<file path="src/rtl/life_cell_gen.sv">
`default_nettype none
// ============================================================================
// Module   : life_cell_gen
// Summary  : One cell of a life-like / Generations automaton. The birth and
//            survive masks can be loaded at runtime, the cell has multi-state
//            decay, a saturating age counter and a change flag.
// Revision : 1.0 - first release
// ============================================================================
module life_cell_gen #(
   parameter  int NEIGHBORS = 8,
   parameter  int STATES    = 2,
   parameter  int AGE_W     = 8,
   localparam int C_SW      = $clog2(STATES)
) (
   input  logic                 clk,
   input  logic                 rst,
   input  logic                 ena,
   input  logic                 state_0,
   input  logic [NEIGHBORS-1:0] neighbors,
   input  logic [NEIGHBORS:0]   rule_birth,
   input  logic [NEIGHBORS:0]   rule_survive,
   input  logic                 rule_load,
   output logic [C_SW-1:0]      state_q,
   output logic [C_SW-1:0]      state_d,
   output logic                 alive_q,
   output logic [AGE_W-1:0]     age_q,
   output logic                 age_sat,
   output logic                 changed_q,
   output logic                 rule_pending
);

   localparam int              C_CW          = $clog2(NEIGHBORS + 1);
   localparam logic [C_SW-1:0] C_DEAD        = '0;
   localparam logic [C_SW-1:0] C_ALIVE       = C_SW'(1);
   localparam logic [C_SW-1:0] C_LAST        = C_SW'(STATES - 1);
   // With only two states a failed survival goes straight to dead.
   localparam logic [C_SW-1:0] C_FIRST_DYING = (STATES > 2) ? C_SW'(2) : C_DEAD;
   localparam logic [NEIGHBORS:0] C_DEF_BIRTH   = (NEIGHBORS + 1)'(4'b1000);
   localparam logic [NEIGHBORS:0] C_DEF_SURVIVE = (NEIGHBORS + 1)'(4'b1100);

   logic [C_CW-1:0]  w_count;
   logic [NEIGHBORS:0] r_birth;
   logic [NEIGHBORS:0] r_survive;
   logic [NEIGHBORS:0] r_pend_birth;
   logic [NEIGHBORS:0] r_pend_survive;

   // Population count of the live neighbours.
   always_comb begin
      w_count = '0;
      for (int i = 0; i < NEIGHBORS; i++) begin
         w_count = w_count + C_CW'(neighbors[i]);
      end
   end

   // Next state from the active rule; dying cells advance regardless of neighbours.
   always_comb begin
      state_d = state_q;
      if (state_q == C_DEAD) begin
         state_d = r_birth[w_count] ? C_ALIVE : C_DEAD;
      end else if (state_q == C_ALIVE) begin
         state_d = r_survive[w_count] ? C_ALIVE : C_FIRST_DYING;
      end else if (state_q >= C_LAST) begin
         state_d = C_DEAD;
      end else begin
         state_d = state_q + C_SW'(1);
      end
   end

   assign alive_q = (state_q == C_ALIVE);
   assign age_sat = &age_q;

   // Cell state, age and change flag advance only on an enabled step.
   always_ff @(posedge clk) begin
      if (!rst) begin
         state_q   <= state_0 ? C_ALIVE : C_DEAD;
         age_q     <= '0;
         changed_q <= 1'b0;
      end else if (ena) begin
         state_q   <= state_d;
         changed_q <= (state_d != state_q);
         if ((state_q == C_ALIVE) && (state_d == C_ALIVE)) begin
            age_q <= age_sat ? age_q : age_q + AGE_W'(1);
         end else begin
            age_q <= '0;
         end
      end
   end

   // Rule masks: a load during a step is parked so the step sees the old rule.
   always_ff @(posedge clk) begin
      if (!rst) begin
         r_birth        <= C_DEF_BIRTH;
         r_survive      <= C_DEF_SURVIVE;
         r_pend_birth   <= '0;
         r_pend_survive <= '0;
         rule_pending   <= 1'b0;
      end else if (rule_load && !ena) begin
         // Idle cycle: new rule goes live at once, any parked rule is dropped.
         r_birth      <= rule_birth;
         r_survive    <= rule_survive;
         rule_pending <= 1'b0;
      end else if (rule_load) begin
         // Load during a step: commit what was parked, park the new one.
         if (rule_pending) begin
            r_birth   <= r_pend_birth;
            r_survive <= r_pend_survive;
         end
         r_pend_birth   <= rule_birth;
         r_pend_survive <= rule_survive;
         rule_pending   <= 1'b1;
      end else if (rule_pending) begin
         r_birth      <= r_pend_birth;
         r_survive    <= r_pend_survive;
         rule_pending <= 1'b0;
      end
   end

endmodule
`default_nettype wire

</file>
<file path="config.mk">
export PLATFORM = sky130hd
export DESIGN_NAME = life_cell_gen
export DESIGN_NICKNAME = d
export VERILOG_FILES = /design/src/rtl/life_cell_gen.sv
export SDC_FILE = /design/constraint.sdc
export NUM_CORES = 1
export LEC_CHECK = 0
export CORE_MARGIN = 2
export CORE_UTILIZATION = 52
export CTS_BUF_LIST = sky130_fd_sc_hd__clkbuf_8 sky130_fd_sc_hd__clkbuf_16
export DETAILED_ROUTE_END_ITERATION = 8
export PLACE_DENSITY = 0.79
export SLEW_MARGIN = 10
export SYNTH_ARGS = -nofsm -noshare
export SYNTH_HDL_FRONTEND = slang
export SYNTH_SLANG_ARGS = --single-unit
export TNS_END_PERCENT = 50
</file>
<file path="constraint.sdc">
create_clock -name clk -period 9.65 [get_ports clk]
set_input_delay 2.895 -clock clk [delete_from_list [all_inputs] [get_ports clk]]
set_output_delay 2.895 -clock clk [all_outputs]
set_load 0.005 [all_outputs]
</file>
* Word-level counts from Yosys, hierarchy flattened
Index checks and enable logic that the tools add are counted.
Operators by class: multiplexer cells 17, bitwise logic cells 2, shifts and indexed selects 0, reduce and logical (&&, ||, !) cells 8, multipliers 0, div/mod/pow operators 0, magnitude comparators 1, equal/unequal tests 3, add/sub/neg operators 8
Operator list (count):
- $mux W9 | 4
- $add A4 B1 Y4 | 4
- $mux W8 | 2
- $mux W1 | 9
- $add A8 B1 Y8 const B | 1
- $bmux W1 S4 | 2
- $reduce_and A8 Y1 | 1
- $lt A4 B5 Y1 const B | 1
- $add A3 B1 Y4 | 1
- $reduce_and A2 Y1 | 2
- $add A2 B1 Y3 | 1
- $add A1 B1 Y2 | 1
- $logic_and A1 B1 Y1 | 2
- $ne A2 B1 Y1 const B | 1
- $ne A2 B2 Y1 const B | 1
- $not A1 Y1 | 2
- $reduce_bool A2 Y1 | 1
- $reduce_or A2 Y1 | 1
- $logic_not A1 Y1 | 1
- $ne A1 B1 Y1 | 1
Storage, ports and cells: RAM bits 0, memories kept 0, flip-flop bits (word level) 47, input bits 31, bits in latches 0, ROM bits 0

* Depth between registers and ports, before layout
Gate-level depths: netlist of run 1.
depth after elaboration 14, gate-level depth with buffers 15, depth with buffers taken out 15

* Worst setup path before layout of run 1
OpenSTA, ideal clock, no wires.
kind input to output, start input port neighbors[0], end output port state_d, buffers on the path 0, cell stages on the path 11, setup slack 0.923 ns, data required time 6.755 ns, arrival 5.832 ns, path through inv_1 fa_1 fa_1 fa_1 inv_1 ha_1 fa_1 mux4_2 nand3_1 a41o_1 nand2_1
Between the ends: longest elaborated chain between the ends 11, elaborated cells between the ends (all ways) 14
Ends and longest elaborated chain:
- from (decl) | RTL line 19 | input logic [NEIGHBORS-1:0] neighbors,
- $add A1 B1 Y2 (*) | RTL line 51 | w_count = w_count + C_CW'(neighbors[i]);
- $add A2 B1 Y3 (*) | RTL line 51
- $add A3 B1 Y4 (*) | RTL line 51
- $add A4 B1 Y4 (*) (4 in series) | RTL line 51
- $bmux W1 S4 (on tied branches) | RTL line 59, 61
- $mux W1 (on tied branches) (2 in series) | RTL line 59, 61
- $mux W1 (*) | RTL line 58 | if (state_q == C_DEAD) begin
- to (decl) | RTL line 24 | output logic [C_SW-1:0] state_d,
Every way passes the cells marked *; elsewhere a longest branch is shown, timed or not. The select of a mux whose other input is x is not followed.

* Final worst setup path of run 1
start input port neighbors[3], end output port state_d
Between the ends: longest elaborated chain between the ends 9, elaborated cells between the ends (all ways) 12
Ends and longest elaborated chain (RTL line):
- $add A3 B1 Y4 (*) | 51
- $add A4 B1 Y4 (*) (4 in series) | 51
- $bmux W1 S4 (on tied branches) | 59, 61
- $mux W1 (on tied branches) (2 in series) | 59, 61
- $mux W1 (*) | 58
Marked as above.

==> results.sh, run 1 <==
export IMPL_status="completed"
export IMPL_cp_max_fo=5
export IMPL_setup_violations=0
export IMPL_gp_congestion=0.791
export IMPL_die_area_sq_mm=0.00524
export IMPL_r2r_slack_ns=7.20
export IMPL_layout_commonest_cell="nand2_1"
export IMPL_ys_async_sr_fraction_pct=0
export IMPL_r2r_end="age_q[0]"
export IMPL_crit_chain="clkdlybuf4s50_1 > inv_1 > fa_1 > fa_1 > fa_1 > inv_1 > ha_2 > fa_2 > mux4_2 > nand3_1 > a41o_1 > nand2_2 > clkbuf_2"
export IMPL_min_delay_worst_endpoint="r_pend_survive[1]"
export IMPL_whs_path_depth=2
export IMPL_n_fill_cell=380
export IMPL_dp_hpwl_mm=3.50
export IMPL_ant_nets=0
export IMPL_leakage_nw=1.28
export IMPL_syn_cell_area_sq_mm=0.00243
export IMPL_cap_violations=0
export IMPL_synthCells=261
export IMPL_wl_mm=4.93
export IMPL_yosys_most_used_dff="dfxtp_1"
export IMPL_worstPathRequired_ns=6.76
export IMPL_gr_total_overflow=0
export IMPL_power_density_mw_per_mm2=158
export IMPL_cts_buffers_inserted=5
export IMPL_clk_latency_ns=0.30
export IMPL_rows=24
export IMPL_rsz0062_at_grt="no"
export IMPL_h_tree_depth=2
export IMPL_cpMaxStageDelayCell="fa_2"
export IMPL_ys_warnings_count=0
export IMPL_layout_common_cells="nand2_1 (66), dfxtp_1 (46), clkdlybuf4s50_1 (43)"
export IMPL_timing_fmax_mhz=106
export IMPL_final_max_slew_viol_count=0
export IMPL_syn_nets=302
export IMPL_r2r_cells=9
export IMPL_critPathMaxStageDelay_ns=0.60
export IMPL_fin_total_pwr_mw=0.471
export IMPL_cp_common_cell="fa_1"
export IMPL_irDropWorstVdd_mv=0.0971
export IMPL_areaGrowthSynthToFinish_pct=22.4
export IMPL_period_share_pct=98.0
export IMPL_wire_per_inst_um=14.0
export IMPL_core_area_sq_mm=0.00441
export IMPL_slew_headroom_pct=51.0
export IMPL_cp_top_family="adder cells"
export IMPL_hold_path_class="register to register"
export IMPL_routed_via_count=1939
export IMPL_synth_ff_latch_count=47
export IMPL_final_hold_viol_count=0
export IMPL_grt_pass1_vias=1861
export IMPL_crit_path_end_kind="output port"
export IMPL_cts_sinks=47
export IMPL_chipHeight_um=72.4
export IMPL_period_minus_slack_ns=9.46
export IMPL_grtUsageTotal_pct=20.7
export IMPL_crit_arrival_ns=6.56
export IMPL_grt_pass1_wl_mm=8.58
export IMPL_die_w_um=72.4
export IMPL_grt_max_degree=47
export IMPL_ys_types=38
export IMPL_synth_edf_count=1
export IMPL_drt_pass1_iter_count=4
export IMPL_cts_tree="done"
export IMPL_diodes=0
export IMPL_viasPerCell=5.49
export IMPL_worst_pin_slew_ns=0.735
export IMPL_clk_root_buffer_cell="clkbuf_8"
export IMPL_timing_rr_start="r_survive[3]"
export IMPL_fin_nets=341
export IMPL_final_cells=353
export IMPL_critPathBufInv=4
export IMPL_dp_cells=344
export IMPL_drive_above_1_share_pct=8.64
export IMPL_drt_iter0_markers=101
export IMPL_skew_ns=0.00473
export IMPL_io_pins=45
export IMPL_clk_pin_slew_ns=0.09
export IMPL_route_detailed_drc=0
export IMPL_path_class="primary input to output port"
export IMPL_port_buffers=44
export IMPL_cts_path_max_buffers=2
export IMPL_worst_setup_path_start_kind="primary input"
export IMPL_hold_start="r_pend_survive[1]"
export IMPL_synth_seq_area_share_pct=39.1
export IMPL_grt_antenna_before_repair=0
export IMPL_avgSynthCellArea_sq_um=9.31
export IMPL_start_util_pct=55.1
[timing repair]
action,CTS,global route
pin swaps,1,5
cloned,0,0
endpoints found under the setup margin,1,1
resized for setup,3,3
buffers inserted,0,1
hold buffers,0,0
[kinds of logic after synthesis]
| kind of cell | after synthesis | share of synthesized area, % |
|---|---|---|
| fa+ha+maj | 10 | 6.38 |
| xor+xnor | 5 | 1.80 |
| flops | 47 | 39.1 |
| mux | 26 | 12.8 |
| simple gates | 92 | 16.6 |
| compound gates | 50 | 17.7 |
| buf+inv | 31 | 5.66 |
[stage by stage]
step	TNS (ns)	util, %	hold WS (ns)	cell area [sq um]	worst slack, ns
6_report	0	67.4	0.468	2980	0.191
5_1_grt	0	67.4	0.489	2980	0.0321
3_5_place_dp	-0.187	65.3	0.458	2880	-0.187
3_3_place_gp	-0.139	65.3	0.453	2880	-0.139
2_1_floorplan	0	-	0.443	2430	0.923
4_1_cts	0	67.3	0.470	2970	0.0265
[layout make-up]
type / count / area (sq um) / share of cell area, %
Multi-Input combinational cell: 183 / 1350 / 45.4
Clock inverter: 3 / 15.0 / 0.505
Sequential cell: 47 / 951 / 32.0
Tap cell: 52 / 65.1 / 2.19
Timing Repair Buffer: 49 / 473 / 15.9
Inverter: 14 / 52.6 / 1.77
Clock buffer: 5 / 68.8 / 2.31
[sequential cells by signal, indices dropped and copies added (netlist names)]
register	count
alive_q	1
r_birth	9
r_pend_survive	9
r_survive	9
rule_pending	1
changed_q	1
r_pend_birth	9
age_q	8
[metal layers]
| metal | GRT usage, % | up-vias | share of wire [%] |
|---|---|---|---|
| met5 | 0 | - | 0 |
| met1 | 26.4 | 900 | 47 |
| met3 | 5.42 | 13 | 5.0 |
| li1 | - | 978 | - |
| met2 | 33.6 | 48 | 46 |
| met4 | 8.23 | 0 | 2.4 |
[Yosys cell counts, types with 2 or more instances]
master	instances	share of area (%)
nand2b_1	3	0.77
o21ai_0	5	1.0
fa_1	4	3.3
o211a_1	15	6.2
mux4_2	4	3.7
buf_2	5	1.0
and3_4	2	0.93
ha_1	6	3.1
mux2i_1	22	9.1
clkbuf_1	8	1.2
nand3_1	8	1.6
inv_1	14	2.2
xnor2_1	4	1.4
nor2b_1	2	0.51
nand2_1	67	10
dfxtp_1	46	38
nor2_1	4	0.62
buf_4	4	1.2
a21boi_0	19	5.9
[tightest hold or removal path, delay by kind of cell (launching register included)]
| kind | cells | cell delay [ns] |
|---|---|---|
| AOI/OAI and AO/OA | 1 | 0.06 |
| and+or+nand+nor | 1 | 0.05 |
| DFF | 1 | 0.32 |
[power breakdown]
group | switching [mW] | internal [mW] | leakage, nW
Sequential | 0.00996 | 0.207 | 0.387
Combinational | 0.0616 | 0.0767 | 0.846
Clock | 0.0656 | 0.0499 | 0.0496
[how the worst max path moves through the flow]
stage	from	endpoint	slack, ns	cells after the start
global placement	neighbors[0]	state_d	-0.14	13
floorplan	neighbors[0]	state_d	0.92	11
global route	neighbors[3]	state_d	0.03	13
CTS	neighbors[0]	state_d	0.03	13
detailed placement	neighbors[0]	state_d	-0.19	13
finish	neighbors[3]	state_d	0.19	13
Note: power is estimated with default switching activity, not from simulation.
==> run 2, diff against run 1 <==
==> constraint.sdc (replaced) <==
create_clock -name clk -period 9.65 [get_ports clk]
set_input_delay 2.895 -clock clk [delete_from_list [all_inputs] [get_ports clk]]
set_output_delay 2.895 -clock clk [all_outputs]
set_load 0.02 [all_outputs]
==> results.sh, run 2 (synthesized netlist as in run 1, its figures left out) <==
export IMPL_status="completed"
export IMPL_grt_antenna_before_repair=0
export IMPL_period_minus_slack_ns=9.48
export IMPL_start_util_pct=55.1
export IMPL_switching_share_pct=28.1
export IMPL_clk_root_buffer_cell="clkbuf_8"
export IMPL_die_w_um=72.4
export IMPL_crit_path_end_kind="output port"
export IMPL_critPathBufInv=4
export IMPL_diodes=0
export IMPL_cpMaxStageDelayCell="fa_2"
export IMPL_cp_common_cell="fa_1"
export IMPL_worstPathRequired_ns=6.76
export IMPL_worst_setup_path_start_kind="primary input"
export IMPL_grt_pass1_vias=1878
export IMPL_clk_latency_ns=0.31
export IMPL_routed_via_count=1923
export IMPL_fin_total_pwr_mw=0.517
export IMPL_period_share_pct=98.2
export IMPL_viasPerCell=5.46
export IMPL_port_buffers=44
export IMPL_stdcell_area_sq_mm=0.00301
export IMPL_leakage_nw=1.30
export IMPL_fin_ws_ns=0.173
export IMPL_cts_tree="done"
export IMPL_met1_usage_pct=24.5
export IMPL_final_hold_viol_count=0
export IMPL_placed_area_sq_mm=0.00288
export IMPL_slew_headroom_pct=52.0
export IMPL_drive_above_1_share_pct=7.67
export IMPL_drt_iter0_markers=56
export IMPL_clockPowerShare_pct=30.8
export IMPL_worst_pin_slew_ns=0.720
export IMPL_core_area_sq_mm=0.00441
export IMPL_ant_nets=0
export IMPL_irDropWorstVdd_mv=0.0875
export IMPL_final_max_slew_viol_count=0
export IMPL_p_int_mw=0.372
export IMPL_power_frac_comb_pct=27.1
export IMPL_grt_busiest_layer="met2"
export IMPL_power_density_mw_per_mm2=172
export IMPL_die_area_sq_mm=0.00524
export IMPL_cp_max_fo=5
export IMPL_gr_total_overflow=0
export IMPL_postCtsSetupBuffers=0
export IMPL_wl_mm=5.05
export IMPL_drt_pass1_iter_count=4
export IMPL_cts_path_max_buffers=2
export IMPL_layout_commonest_cell="nand2_1"
export IMPL_areaGrowthSynthToFinish_pct=23.7
export IMPL_hold_path_class="register to register"
export IMPL_dp_hpwl_mm=3.47
export IMPL_dp_worst_setup_slack_ns=-0.257
export IMPL_critPathMaxStageDelay_ns=0.60
export IMPL_rsz0062_at_grt="no"
export IMPL_skew_ns=0.00677
export IMPL_crit_chain="clkdlybuf4s50_1 > inv_1 > fa_1 > fa_1 > fa_1 > inv_1 > ha_1 > fa_2 > mux4_2 > nand3_1 > a41o_1 > nand2_1 > buf_2"
export IMPL_cp_top_family="adder cells"
export IMPL_grtUsageTotal_pct=20.4
export IMPL_r2r_slack_ns=7.21
export IMPL_p_seq_share_pct=42.0
export IMPL_gp_congestion=0.792
export IMPL_h_tree_depth=2
export IMPL_path_class="primary input to output port"
export IMPL_grt_pass1_wl_mm=8.46
export IMPL_grt_max_degree=47
export IMPL_grtUsageMet2_pct=36.1
export IMPL_setup_violations=0
export IMPL_cts_buffers_inserted=5
export IMPL_rows=24
export IMPL_cts_sinks=47
export IMPL_cap_violations=0
export IMPL_layout_common_cells="nand2_1 (67), dfxtp_1 (46), clkdlybuf4s50_1 (43)"
export IMPL_clk_pin_slew_ns=0.09
export IMPL_io_pins=45
export IMPL_route_detailed_drc=0
export IMPL_timing_fmax_mhz=106
export IMPL_power_net_switching_mw=0.145
export IMPL_fin_nets=340
export IMPL_chipHeight_um=72.4
export IMPL_use_met3_pct=4.86
export IMPL_crit_arrival_ns=6.58
export IMPL_wire_per_inst_um=14.3
==> run 2: cell types whose count changed in the layout (fill, tap and decap cells not counted), sizes merged <==
cell    previous run  this run
clkinv             1         0
bufinv             0         1
inv               16        15
==> run 2: layer usage <==
metal	part of all wire (%)	vias to the layer above	routed length [um]
met4	1.4	0	72
met2	49	38	2470
li1	-	976	-
met5	0	-	0
met1	45	902	2270
met3	4.7	7	237
==> run 2: worst min-delay path: stages, from the launching register on <==
cell	delay [ns]
dfxtp_1	0.32
nand2_1	0.05
a21boi_0	0.06
==> run 2: power groups by stage <==
stage               registers, mW  clock network (mW)  logic [mW]
floorplan                   0.223                   0      0.0942
global placement            0.221                   0       0.139
detailed placement          0.222                   0       0.142
CTS                         0.217               0.162       0.143
global route                0.219               0.168       0.156
finish                      0.217               0.159       0.140
==> run 2: final timing paths <==
path / startpoint / end / cells after the start
setup / recovery: neighbors[0] / state_d / 13
hold / removal: r_pend_survive[3] / r_pend_survive[3] / 2
setup reg to reg: r_birth[7] / age_q[0] / 9
hold reg to reg: r_pend_survive[3] / r_pend_survive[3] / 2
==> run 2: repair_timing <==
| action | 4_1_cts | 5_1_grt |
|---|---|---|
| setup endpoints to repair | 1 | 1 |
| gates resized for setup | 4 | 1 |
| hold buffers | 0 | 0 |
| pin swaps | 1 | 1 |
==> run 2: stage by stage <==
step / std cells / util, % / setup TNS [ns] / hold WS [ns]
2_1_floorplan: 261 / - / 0 / 0.443
3_3_place_gp: 344 / 65.3 / -0.242 / 0.453
3_5_place_dp: 344 / 65.3 / -0.257 / 0.460
4_1_cts: 352 / 68.3 / 0 / 0.472
5_1_grt: 352 / 68.1 / 0 / 0.492
6_report: 352 / 68.1 / 0 / 0.468
==> run 2: area by class of cell <==
type / instances / area [sq um]
flip-flops and latches: 47 / 951
well taps: 52 / 65.1
repair buffers: 48 / 465
clock buffers: 6 / 93.8
multi-input cells: 183 / 1350
fillers: 375 / 1410
clock inverters: 2 / 33.8
inverters: 14 / 52.6
==> run 3, diff against run 2 <==
CORE_UTILIZATION = 45   (was 52)
PLACE_DENSITY = 0.7   (was 0.79)
==> results.sh, run 3 (synthesized netlist as in run 1, its figures left out) <==
export IMPL_hold_path_class="register to register"
export IMPL_layout_common_cells="nand2_1 (67), dfxtp_1 (46), clkdlybuf4s50_1 (43)"
export IMPL_ant_nets=0
export IMPL_dp_hpwl_mm=3.53
export IMPL_rsz0062_at_grt="no"
export IMPL_areaGrowthSynthToFinish_pct=22.7
export IMPL_skew_ns=0.00555
export IMPL_period_share_pct=98.2
export IMPL_crit_arrival_ns=6.58
export IMPL_slew_headroom_pct=50.2
export IMPL_gr_total_overflow=0
export IMPL_drive_above_1_share_pct=7.33
export IMPL_routed_via_count=1918
export IMPL_grt_max_degree=47
export IMPL_gp_congestion=0.800
export IMPL_die_area_sq_mm=0.00601
export IMPL_timing_fmax_mhz=106
export IMPL_path_class="primary input to output port"
export IMPL_wl_mm=5.02
export IMPL_final_max_slew_viol_count=0
export IMPL_switching_share_pct=30.2
export IMPL_cts_tree="done"
export IMPL_grtUsageTotal_pct=17.2
export IMPL_setup_violations=0
export IMPL_die_w_um=77.5
export IMPL_postCtsHoldBufs=0
export IMPL_route_detailed_drc=0
export IMPL_worst_pin_slew_ns=0.747
export IMPL_viasPerCell=5.18
export IMPL_wire_per_inst_um=13.6
export IMPL_crit_path_end_kind="output port"
export IMPL_leakage_nw=1.28
export IMPL_io_pins=45
export IMPL_rows=26
export IMPL_h_tree_depth=2
export IMPL_layout_commonest_cell="nand2_1"
export IMPL_postCtsSetupBuffers=0
export IMPL_grt_pass1_wl_mm=8.30
export IMPL_clk_pin_slew_ns=0.08
export IMPL_drt_pass1_iter_count=4
export IMPL_cts_path_max_buffers=2
export IMPL_power_frac_comb_pct=30.3
export IMPL_clockPowerShare_pct=23.7
export IMPL_period_minus_slack_ns=9.47
export IMPL_grt_pass1_vias=1753
export IMPL_power_density_mw_per_mm2=158
export IMPL_p_int_mw=0.328
export IMPL_chipHeight_um=77.5
export IMPL_stdcell_area_sq_mm=0.00298
export IMPL_core_area_sq_mm=0.00517
export IMPL_drt_iter0_markers=93
export IMPL_worstPathRequired_ns=6.76
export IMPL_port_buffers=44
export IMPL_worst_setup_path_start_kind="primary input"
export IMPL_grt_antenna_before_repair=0
export IMPL_p_seq_share_pct=46.0
export IMPL_cts_sinks=47
export IMPL_status="completed"
export IMPL_final_hold_viol_count=0
export IMPL_final_cells=370
export IMPL_fin_nets=340
export IMPL_cap_violations=0
export IMPL_placed_area_sq_mm=0.00290
export IMPL_clk_root_buffer_cell="clkbuf_8"
export IMPL_diodes=0
export IMPL_clk_latency_ns=0.29
export IMPL_dp_cells=362
export IMPL_cts_buffers_inserted=5
export IMPL_power_net_switching_mw=0.142
export IMPL_start_util_pct=47.0
export IMPL_cp_max_fo=5
export IMPL_irDropWorstVdd_mv=0.0963
[run 3: changes by cell type in the layout (fill, tap and decap cells not counted)]
cell,change
bufinv_16,-1
clkbuf_16,-1
clkinv_2,+1
inv_1,+1
[run 3: worst max-delay path: stages]
cell and delay, ns:
clkdlybuf4s50_1 0.45, inv_1 0.05, fa_1 0.55, fa_1 0.42, fa_1 0.50, inv_1 0.05, ha_1 0.21, fa_2 0.61
mux4_2 0.32, nand3_1 0.10, a41o_1 0.19, nand2_1 0.07, buf_2 0.16
[run 3: routing by layer]
metal	global-route usage, %	wire length (um)	part of all wire [%]
met1	23.4	2440	49
met2	26.7	2310	46
met3	4.19	207	4.1
met4	6.25	66	1.3
met5	0	0	0
[run 3: final timing paths]
check,startpoint,endpoint,slack [ns],depth (start not counted)
setup / recovery,neighbors[0],state_d,0.18,13
hold / removal,r_pend_survive[5],r_pend_survive[5],0.47,2
setup reg to reg,r_birth[7],age_q[0],7.21,9
hold reg to reg,r_pend_survive[5],r_pend_survive[5],0.47,2
[run 3: what timing repair did]
item | CTS | global route
gates resized for setup | 4 | 1
setup endpoints to repair | 1 | 1
pin swaps | 1 | 1
[run 3: area by class of cell]
cell class / instances / area, sq um
inverters: 14 / 52.6
clock buffers: 5 / 68.8
multi-input cells: 183 / 1350
clock inverters: 3 / 12.5
fillers: 483 / 2190
flip-flops and latches: 47 / 951
repair buffers: 48 / 465
well taps: 70 / 87.6
[run 3: through the flow]
| step | hold slack (ns) | total power, mW | util (%) | setup WS, ns | setup TNS [ns] |
|---|---|---|---|---|---|
| 2_1_floorplan | 0.443 | 0.317 | - | 0.844 | 0 |
| 3_3_place_gp | 0.453 | 0.362 | 56.1 | -0.229 | -0.229 |
| 3_5_place_dp | 0.458 | 0.367 | 56.1 | -0.294 | -0.294 |
| 4_1_cts | 0.469 | 0.478 | 57.8 | 0.0284 | 0 |
| 5_1_grt | 0.493 | 0.497 | 57.7 | 0.0268 | 0 |
| 6_report | 0.469 | 0.470 | 57.7 | 0.177 | 0 |
[run 3: power by group through the flow]
stage	clock network, mW	registers, mW	logic, mW
final	0.111	0.216	0.143
after global routing	0.122	0.218	0.157
after CTS	0.115	0.217	0.146
after detailed placement	0	0.221	0.146
after global placement	0	0.221	0.141
after floorplan	0	0.223	0.0942
